--- src/rtl/pkt_tx_rcv.sv ---
// Packet transmit receive buffer: frames incoming 64-bit words into packets,
// stores them in a circular FIFO and hands them out one word per read request.
module pkt_tx_rcv #(
   parameter int DEPTH       = 16,
   parameter int FULL_THRESH = DEPTH - 4
) (
   input  logic        clk,
   input  logic        reset,
   input  logic        pkt_tx_val,
   input  logic        pkt_tx_sop,
   input  logic        pkt_tx_eop,
   input  logic [2:0]  pkt_tx_mod,
   input  logic [63:0] pkt_tx_data,
   output logic        pkt_tx_full,
   input  logic        rd_ren,
   output logic        rd_avail,
   output logic        rd_val,
   output logic        rd_sop,
   output logic        rd_eop,
   output logic [2:0]  rd_mod,
   output logic [63:0] rd_data,
   output logic        proto_err,
   output logic [15:0] err_cnt,
   output logic [15:0] ovf_cnt
);

   localparam int AW = $clog2(DEPTH);
   localparam logic [AW:0] PTR_ONE = (AW+1)'(1);
   localparam logic [AW:0] THRESH  = (AW+1)'(FULL_THRESH);

   typedef enum logic {S_IDLE, S_IN_PKT} state_t;

   state_t        r_state;
   state_t        w_state_next;

   logic [68:0]      r_mem [DEPTH];
   logic [DEPTH-1:0] r_eop_tag;    // eop bit per slot, readable without waiting on the RAM

   logic [AW:0]   r_wptr;
   logic [AW:0]   r_rptr;
   logic [AW:0]   r_pkt_cnt;
   logic          r_tx_full;
   logic          r_rd_val;
   logic          r_rd_sop;
   logic          r_rd_eop;
   logic [2:0]    r_rd_mod;
   logic [63:0]   r_rd_data;
   logic          r_proto_err;
   logic [15:0]   r_err_cnt;
   logic [15:0]   r_ovf_cnt;

   logic          w_fifo_full;
   logic          w_fifo_empty;
   logic          w_store;
   logic          w_err;
   logic          w_ovf;
   logic          w_rd;
   logic          w_eop_in;
   logic          w_eop_out;
   logic [AW:0]   w_wptr_next;
   logic [AW:0]   w_rptr_next;
   logic [AW:0]   w_occ_next;

   assign w_fifo_full  = (r_wptr[AW] != r_rptr[AW]) && (r_wptr[AW-1:0] == r_rptr[AW-1:0]);
   assign w_fifo_empty = (r_wptr == r_rptr);

   // Emptiness is judged on the current pointers, so a same-cycle write is never read back
   assign w_rd        = rd_ren && !w_fifo_empty;
   assign w_eop_in    = w_store && pkt_tx_eop;
   assign w_eop_out   = w_rd && r_eop_tag[r_rptr[AW-1:0]];
   assign w_wptr_next = w_store ? (r_wptr + PTR_ONE) : r_wptr;
   assign w_rptr_next = w_rd    ? (r_rptr + PTR_ONE) : r_rptr;
   assign w_occ_next  = w_wptr_next - w_rptr_next;

   // Framing FSM state register
   always_ff @(posedge clk or posedge reset) begin
      if (reset) begin
         r_state <= S_IDLE;
      end else begin
         r_state <= w_state_next;
      end
   end

   // Framing decisions: store / discard-with-error / overflow drop, and next state
   always_comb begin
      w_state_next = r_state;
      w_store      = 1'b0;
      w_err        = 1'b0;
      w_ovf        = 1'b0;
      if (pkt_tx_val) begin
         if (w_fifo_full) begin
            w_ovf = 1'b1;
         end else begin
            case (r_state)
               S_IDLE: begin
                  if (pkt_tx_sop) begin
                     w_store      = 1'b1;
                     w_state_next = pkt_tx_eop ? S_IDLE : S_IN_PKT;
                  end else begin
                     w_err = 1'b1;
                  end
               end
               S_IN_PKT: begin
                  // An unexpected sop restarts the packet but is still kept
                  w_store      = 1'b1;
                  w_err        = pkt_tx_sop;
                  w_state_next = pkt_tx_eop ? S_IDLE : S_IN_PKT;
               end
               default: w_state_next = S_IDLE;
            endcase
         end
      end
   end

   // Word storage; contents are don't-care until written, so no reset
   always_ff @(posedge clk) begin
      if (w_store) begin
         r_mem[r_wptr[AW-1:0]]     <= {pkt_tx_sop, pkt_tx_eop, pkt_tx_mod, pkt_tx_data};
         r_eop_tag[r_wptr[AW-1:0]] <= pkt_tx_eop;
      end
   end

   // Pointers, complete-packet count and registered threshold flag
   always_ff @(posedge clk or posedge reset) begin
      if (reset) begin
         r_wptr    <= '0;
         r_rptr    <= '0;
         r_pkt_cnt <= '0;
         r_tx_full <= 1'b0;
      end else begin
         r_wptr    <= w_wptr_next;
         r_rptr    <= w_rptr_next;
         r_tx_full <= (w_occ_next >= THRESH);
         case ({w_eop_in, w_eop_out})
            2'b10:   r_pkt_cnt <= r_pkt_cnt + PTR_ONE;
            2'b01:   r_pkt_cnt <= r_pkt_cnt - PTR_ONE;
            default: r_pkt_cnt <= r_pkt_cnt;
         endcase
      end
   end

   // Read port: one-cycle latency, word fields hold while rd_val is low
   always_ff @(posedge clk or posedge reset) begin
      if (reset) begin
         r_rd_val  <= 1'b0;
         r_rd_sop  <= 1'b0;
         r_rd_eop  <= 1'b0;
         r_rd_mod  <= '0;
         r_rd_data <= '0;
      end else begin
         r_rd_val <= w_rd;
         if (w_rd) begin
            {r_rd_sop, r_rd_eop, r_rd_mod, r_rd_data} <= r_mem[r_rptr[AW-1:0]];
         end
      end
   end

   // Error pulse and saturating error / overflow counters
   always_ff @(posedge clk or posedge reset) begin
      if (reset) begin
         r_proto_err <= 1'b0;
         r_err_cnt   <= '0;
         r_ovf_cnt   <= '0;
      end else begin
         r_proto_err <= w_err;
         if (w_err && (r_err_cnt != 16'hFFFF)) begin
            r_err_cnt <= r_err_cnt + 16'd1;
         end
         if (w_ovf && (r_ovf_cnt != 16'hFFFF)) begin
            r_ovf_cnt <= r_ovf_cnt + 16'd1;
         end
      end
   end

   assign pkt_tx_full = r_tx_full;
   assign rd_avail    = (r_pkt_cnt != '0);
   assign rd_val      = r_rd_val;
   assign rd_sop      = r_rd_sop;
   assign rd_eop      = r_rd_eop;
   assign rd_mod      = r_rd_mod;
   assign rd_data     = r_rd_data;
   assign proto_err   = r_proto_err;
   assign err_cnt     = r_err_cnt;
   assign ovf_cnt     = r_ovf_cnt;

endmodule

--- config.mk ---
export PLATFORM = sky130hd
export DESIGN_NAME = pkt_tx_rcv
export DESIGN_NICKNAME = d
export VERILOG_FILES = /design/src/rtl/pkt_tx_rcv.sv
export SDC_FILE = /design/constraint.sdc
export NUM_CORES = 1
export LEC_CHECK = 0
export ABC_AREA = 1
export ABC_CLOCK_PERIOD_IN_PS = 5310
export BUFFER_PORTS_ARGS = -buffer_cell sky130_fd_sc_hd__buf_2
export CAP_MARGIN = 20
export CORE_UTILIZATION = 60
export DETAILED_ROUTE_END_ITERATION = 8
export PLACE_DENSITY_LB_ADDON = 0.25
export SLEW_MARGIN = 25
export SYNTH_ARGS = -nofsm -noshare
export SYNTH_HDL_FRONTEND = slang
export SYNTH_SLANG_ARGS = --single-unit
--- constraint.sdc ---
create_clock -name clk -period 5.31 [get_ports clk]
set_clock_uncertainty 0.1 [all_clocks]
set_input_delay 0.7965 -clock clk [delete_from_list [all_inputs] [get_ports clk]]
set_output_delay 0.7965 -clock clk [all_outputs]
set_load 0.1 [all_outputs]
==> results.toml, run 1 <==
[timing]
fin_hold_ws_ns = 0.197
worst_pin_slew_ns = 1.08
final_max_slew_viol_count = 0
clock.fmax_mhz = 242
rsz0062_at_grt = "false"
tns_ns = 0
setup_viol = 0
relSlewSlack_pct = 28.1
period_share_pct = 77.9
period_minus_slack_ns = 4.14
finalHoldViolCount = 0

[finish]
multi_input_area_um2 = 10300
layout-drive-gt1-share_pct = 11.5
nNetsFinal = 3747
ff_latch_area_um2 = 36200
final_cells = 4810
syn_to_final_growth_pct = 11.8
num-fill-cells = 5435

[setup_path]
timing.rr.end = "r_pkt_cnt[4]$_DFFE_PP0P_"
startpoint = "r_rptr[0]$_DFF_PP0_"
rrSetupSlack_ns = 1.17
reg2regPathDepth = 18
cp-start-kind = "flip-flop"
worstPathMaxFanout = 84
worstSetupEndpointType = "flip-flop"
required_ns = 5.75
r2r-start = "r_rptr[0]$_DFF_PP0_"
criticalPathCategory = "reg -> reg"
worstPathArrival_ns = 4.58

[placement]
portBuffers = 177
place_hpwl_mm = 55.9
post-place-cells = 4587
gp_congestion = 0.819

[clocking]
cts_setup_buffers = 0
cts_buffers = 117
cts_max_level = 3
cts_tree = "done"
clock_latency_ns = 0.69
clockBufferDepth = 3
cts.sinks = 1224
holdBufCountCts = 0
clockRootBuffer = "clkbuf_16"
clkTransAtPathRegs_ns = 0.06
cts-resized-gates = 0

[routing]
drc_errors = 0
viasPerCell = 6.28
routed-via-count = 30200
drt_iter0_markers = 3529
wl_per_cell_um = 24.0
wirelength_mm = 115
drtAntennaViolNets = 0
drtPass1Iterations = 5

[global_routing]
grt_max_degree = 231
overflow = 0
grt_usage_pct = 28.6
grt_pass1_wl_mm = 175
grt_pass1_vias = 29500
antenna_found_initial = 7

[yosys]
synth_cell_type_count = 41
synth_area_um2 = 47700
netlist_instances = 3551
synth-seq-area-share_pct = 75.8
synth_top_area_cell = "edfxtp_1"
syn-num-nets = 3642
synth_top_cell_area_share_pct = 69.5
avgSynthCellArea_um2 = 13.4
synth_area_leaders = "edfxtp_1 (69%), dfrtp_1 (6.3%), o21ai_0 (5.9%)"
ys_ff_latch = 1224
yosysWarnings = 0

[floorplan]
die-area_um2 = 80700
ios = 178
core_um2 = 78900
rows = 103
start_util_pct = 60.5
dieHeight_um = 284
die_w_um = 284

[job]
drv_cap = 0

[hold_path]
hold_class = "in -> async"

[status]
status = "finished, final reports clean"

[pwr]
irDropWorstVdd_mv = 0.517
p_leak_nw = 17.8
powerDensity_nw_per_um2 = 586
==> per-stage QoR <==
stage	utilization [%]	power (mW)	setup WS, ns	cell area [um^2]
2_1_floorplan	-	20.2	0.425	47700
3_3_place_gp	62.8	22.8	1.21	49500
3_5_place_dp	62.8	23.1	1.17	49500
4_1_cts	67.6	31.3	1.16	53300
5_1_grt	67.6	32.6	0.883	53300
6_report	67.6	31.2	1.17	53300
==> cells in the mapped netlist <==
| cell | n |
|---|---|
| a21o_1 | 1 |
| a21oi_1 | 74 |
| a22oi_1 | 1 |
| a31oi_1 | 57 |
| and2_0 | 1 |
| buf_1 | 2 |
| buf_2 | 76 |
| buf_4 | 12 |
| buf_6 | 10 |
| buf_8 | 1 |
| clkbuf_1 | 136 |
| clkbuf_2 | 2 |
| clkinv_1 | 1 |
| dfrtp_1 | 120 |
| edfxtp_1 | 1104 |
| fa_1 | 2 |
| ha_1 | 16 |
| inv_1 | 56 |
| inv_2 | 3 |
| inv_4 | 2 |
| mux2_2 | 2 |
| nand2_1 | 186 |
| nand2_2 | 3 |
| nand3_1 | 56 |
| nand3_4 | 1 |
| nand3b_1 | 2 |
| nand4_1 | 10 |
| nor2_1 | 672 |
| nor2_2 | 4 |
| nor2_4 | 2 |
| nor3_1 | 13 |
| nor4_1 | 3 |
| nor4b_1 | 1 |
| o211ai_1 | 33 |
| o21ai_0 | 564 |
| o21ai_1 | 6 |
| o21ai_2 | 1 |
| o221ai_1 | 105 |
| o22ai_1 | 171 |
| xnor2_1 | 4 |
| xor2_1 | 35 |
==> layout make-up <==
cell class              instances  share of cell area, %
diodes                          2                0.00938
clock buffers                 166                   6.10
clock inverters                55                   1.07
well taps                    1050                   2.46
inverters                      62                  0.495
flip-flops and latches       1224                   67.8
multi-input cells            2026                   19.4
repair buffers                225                   2.69
==> logic make-up (layout without fill, tap and decap cells) <==
family / Yosys count / count (layout) / synth area share (%)
flip-flops: 1224 / 1224 / 75.8
AND/OR/NAND/NOR: 954 / 954 / 7.88
buffers and inverters: 301 / 508 / 2.86
multiplexers: 2 / 2 / 0.0472
AO/OA/AOI/OAI: 1013 / 1013 / 12.2
XOR/XNOR: 39 / 39 / 0.716
adder cells (fa/ha/maj): 18 / 18 / 0.503
other: 0 / 2 / 0
==> critical path, stage by stage (launching register included) <==
cell	delay, ns
dfrtp_4	0.72
inv_8	0.26
nand2_1	0.12
nand2_1	0.06
nor2_2	0.16
nand3b_1	0.14
nand2_4	0.43
inv_4	0.33
nand2_1	0.19
inv_1	0.05
ha_1	0.26
fa_1	0.43
a21oi_1	0.17
nor2_1	0.05
nor2_1	0.08
inv_1	0.05
a21oi_1	0.12
o21ai_0	0.11
xor2_1	0.15
==> per-layer routing <==
metal / up-vias / wire length [um] / global-route usage (%)
li1: 13500 / - / -
met1: 14900 / 46500 / 39.7
met2: 1531 / 54800 / 46.0
met3: 267 / 10600 / 5.11
met4: 8 / 3580 / 10.3
met5: - / 41 / 0
==> placed cells by master, fill, tap and decap left out, drive strengths merged <==
cell type and n:
a21o 1, a21oi 74, a22oi 1, a31oi 57
and2 1, buf 225, bufinv 11, clkbuf 166
clkinv 40, clkinvlp 2, dfrtp 120, diode 2
edfxtp 1104, fa 2, ha 16, inv 64
mux2 2, nand2 189, nand3 57, nand3b 2
nand4 10, nor2 678, nor3 13, nor4 3
nor4b 1, o211ai 33, o21ai 571, o221ai 105
o22ai 171, xnor2 4, xor2 35
==> flip-flops by register name (all words and copies together) (netlist names) <==
| register | count |
|---|---|
| rd_data | 64 |
| r_pkt_cnt | 5 |
| rd_val | 1 |
| r_eop_tag | 15 |
| rd_eop | 1 |
| pkt_tx_full | 1 |
| ovf_cnt | 16 |
| rd_sop | 1 |
| r_state | 1 |
| proto_err | 1 |
| r_wptr | 5 |
| rd_mod | 3 |
| err_cnt | 16 |
| r_rptr | 5 |
| r_mem | 1089 |
==> worst max-delay path by stage <==
| stage | end | slack (ns) |
|---|---|---|
| floorplan | r_eop_tag[0]$_DFFE_PP_ | 0.43 |
| global route | r_pkt_cnt[4]$_DFFE_PP0P_ | 0.88 |
| finish | r_pkt_cnt[4]$_DFFE_PP0P_ | 1.17 |
| global placement | r_pkt_cnt[4]$_DFFE_PP0P_ | 1.21 |
| CTS | r_pkt_cnt[4]$_DFFE_PP0P_ | 1.16 |
| detailed placement | r_pkt_cnt[4]$_DFFE_PP0P_ | 1.17 |
==> where the power goes <==
part | switching, mW | total (mW) | internal (mW)
logic | 8.25 | 10.8 | 2.51
clock network | 3.46 | 8.25 | 4.80
registers | 0.655 | 12.2 | 11.6
Power figures use the tool's default switching activity.
==> run 2, diff against run 1 <==
- ABC_CLOCK_PERIOD_IN_PS: 5310 -> 3400
- CORE_UTILIZATION: 60 -> 56
- clock period: 5.31 -> 3.4 ns (I/O delays scaled with it)
==> run 2 against run 1 <==
Compared with the run above:
- wire length is 4.2% higher
- cell area grew 1.2%
- total power rose by 59%
- first-iteration DRC count is 2.9% lower
- combinational power increased by 62%
- count of clock-buffer cells in the layout is 10 lower
- utilization down 3.3 points
- sequential share of layout area down 0.82 points
- maximum frequency is 28% higher
- critical path depth down 11
- non-clock buffer count is 33 higher
- die area is 7.1% higher
- largest power group unchanged
- highest routed layer unchanged
==> results.toml, run 2 (synthesis gave the netlist of run 1 again) <==
[pwr]
p_leak_nw = 18.1
irDropWorstVdd_mv = 0.704
fin_total_pwr_mw = 49.5
powerDensity_nw_per_um2 = 917

[timing]
clock.fmax_mhz = 308
period_minus_slack_ns = 3.24
rsz0062_at_grt = "false"
final_max_slew_viol_count = 0
worst_pin_slew_ns = 1.06
finalHoldViolCount = 0
setup_viol = 0
fin_hold_ws_ns = 0.0926
relSlewSlack_pct = 29.1
period_share_pct = 95.4

[status]
status = "finished, final reports clean"

[placement]
portBuffers = 177
place_hpwl_mm = 59.0
gp_congestion = 0.809
post-place-cells = 4697

[global_routing]
grt_pass1_vias = 29800
grt_max_degree = 211
grt_pass1_wl_mm = 180
overflow = 0
grt_usage_pct = 27.6
antenna_found_initial = 9

[finish]
syn_to_final_growth_pct = 13.1
final_cell_mix = "edfxtp_1 (1,104), nor2_1 (656), o21ai_0 (564), nand2_1 (186), buf_2 (177)"
layout-drive-gt1-share_pct = 12.6
largest_register_ffs = 1089
final_cells = 4927
mostFrequentLayoutCell = "edfxtp_1"
nNetsFinal = 3782

[setup_path]
criticalPathCategory = "reg -> reg"
worstSetupEndpointType = "flip-flop"
rrSetupSlack_ns = 0.16
crit_path_top_delay_cell = "buf_4"
worstPathArrival_ns = 3.74
reg2regPathDepth = 7
cp-start-kind = "flip-flop"
r2r-start = "r_rptr[1]$_DFF_PP0_"
startpoint = "r_rptr[1]$_DFF_PP0_"
required_ns = 3.90
timing.rr.end = "rd_data[57]$_DFFE_PP0N_"
crit_chain = "inv_8 -> buf_12 -> buf_4 -> o21ai_0 -> o221ai_1 -> o211ai_1 -> a31oi_1"
worstPathMaxFanout = 159
path_buf_inv = 3
cp_top_family = "buffers and inverters"
cp.depth = 7
cp-endpoint = "rd_data[57]$_DFFE_PP0N_"
slowest_delay_ns = 0.84

[floorplan]
core_um2 = 84000
rows = 106
die-area_um2 = 86400
die_w_um = 294
ios = 178
dieHeight_um = 294
start_util_pct = 56.8

[routing]
viasPerCell = 6.22
drc_errors = 0
routed-via-count = 30700
drtPass1Iterations = 6
drtAntennaViolNets = 0
wirelength_mm = 120
wl_per_cell_um = 24.4
drt_iter0_markers = 3428

[clocking]
cts.sinks = 1224
cts_buffers = 118
clockRootBuffer = "clkbuf_16"
cts_tree = "done"
clock_latency_ns = 0.68
clkTransAtPathRegs_ns = 0.06
clockBufferDepth = 3
cts_max_level = 3

[hold_path]
whs_path_depth = 1
hold_class = "in -> reg"

[job]
drv_cap = 0
-- run 2: repair_timing --
item | 4_1_cts | 5_1_grt
endpoints found under the setup margin | 0 | 2
buffers inserted | 0 | 5
gates resized for setup | 0 | 4
hold endpoints to repair | 23 | 0
hold buffers | 1 | 0
-- run 2: worst min path at each step --
stage	to	start	slack (ns)
floorplan	r_state$_DFFE_PP0P_	r_state$_DFFE_PP0P_	0.40
global placement	err_cnt[11]$_DFFE_PP0P_	err_cnt[11]$_DFFE_PP0P_	0.41
detailed placement	err_cnt[11]$_DFFE_PP0P_	err_cnt[11]$_DFFE_PP0P_	0.41
CTS	r_mem[10][66]$_DFFE_PP_	pkt_tx_mod[2]	0.06
global route	r_mem[10][66]$_DFFE_PP_	pkt_tx_mod[2]	0.08
finish	r_mem[0][66]$_DFFE_PP_	pkt_tx_mod[2]	0.09
-- run 2: cell type report --
type	count	area (um^2)
clock buffer	156	3240
antenna	4	10.0
timing repair buffer	258	1880
sequential	1224	36200
timing repair inverter	1	8.76
inverter	62	268
clock inverter	62	679
tap	1134	1420
multi-input combinational	2026	10300
fill	5990	30000
-- run 2: worst reg2reg max path: stages, from the launching register on --
cell and delay (ns):
dfrtp_4 0.56, inv_8 0.10, buf_12 0.47, buf_4 0.99
o21ai_0 0.31, o221ai_1 0.27, o211ai_1 0.17, a31oi_1 0.19
-- run 2: per-stage QoR --
| stage | cell area, um^2 | TNS (ns) | setup WS (ns) | utilization, % |
|---|---|---|---|---|
| after global routing | 54000 | 0 | 0.0220 | 64.3 |
| final | 54000 | 0 | 0.157 | 64.3 |
| after global placement | 49900 | 0 | 0.189 | 59.5 |
| after detailed placement | 50000 | 0 | 0.204 | 59.5 |
| after floorplan | 47800 | -329.78 | -0.328 | - |
| after CTS | 53900 | 0 | 0.195 | 64.2 |
-- run 2: where the power goes --
group	switching, mW	internal [mW]	leakage (nW)
registers	0.797	18.1	11.4
clock network	5.53	7.67	1.93
logic	13.3	4.16	4.82
total	19.6	29.9	18.1
-- run 2: metal layers --
layer	wire [um]	global-route usage, %	vias to the layer above
met2	57600	44.7	1519
met5	91	0	-
met1	47900	38.2	15300
li1	-	-	13500
met3	11100	4.92	277
met4	3570	8.88	12
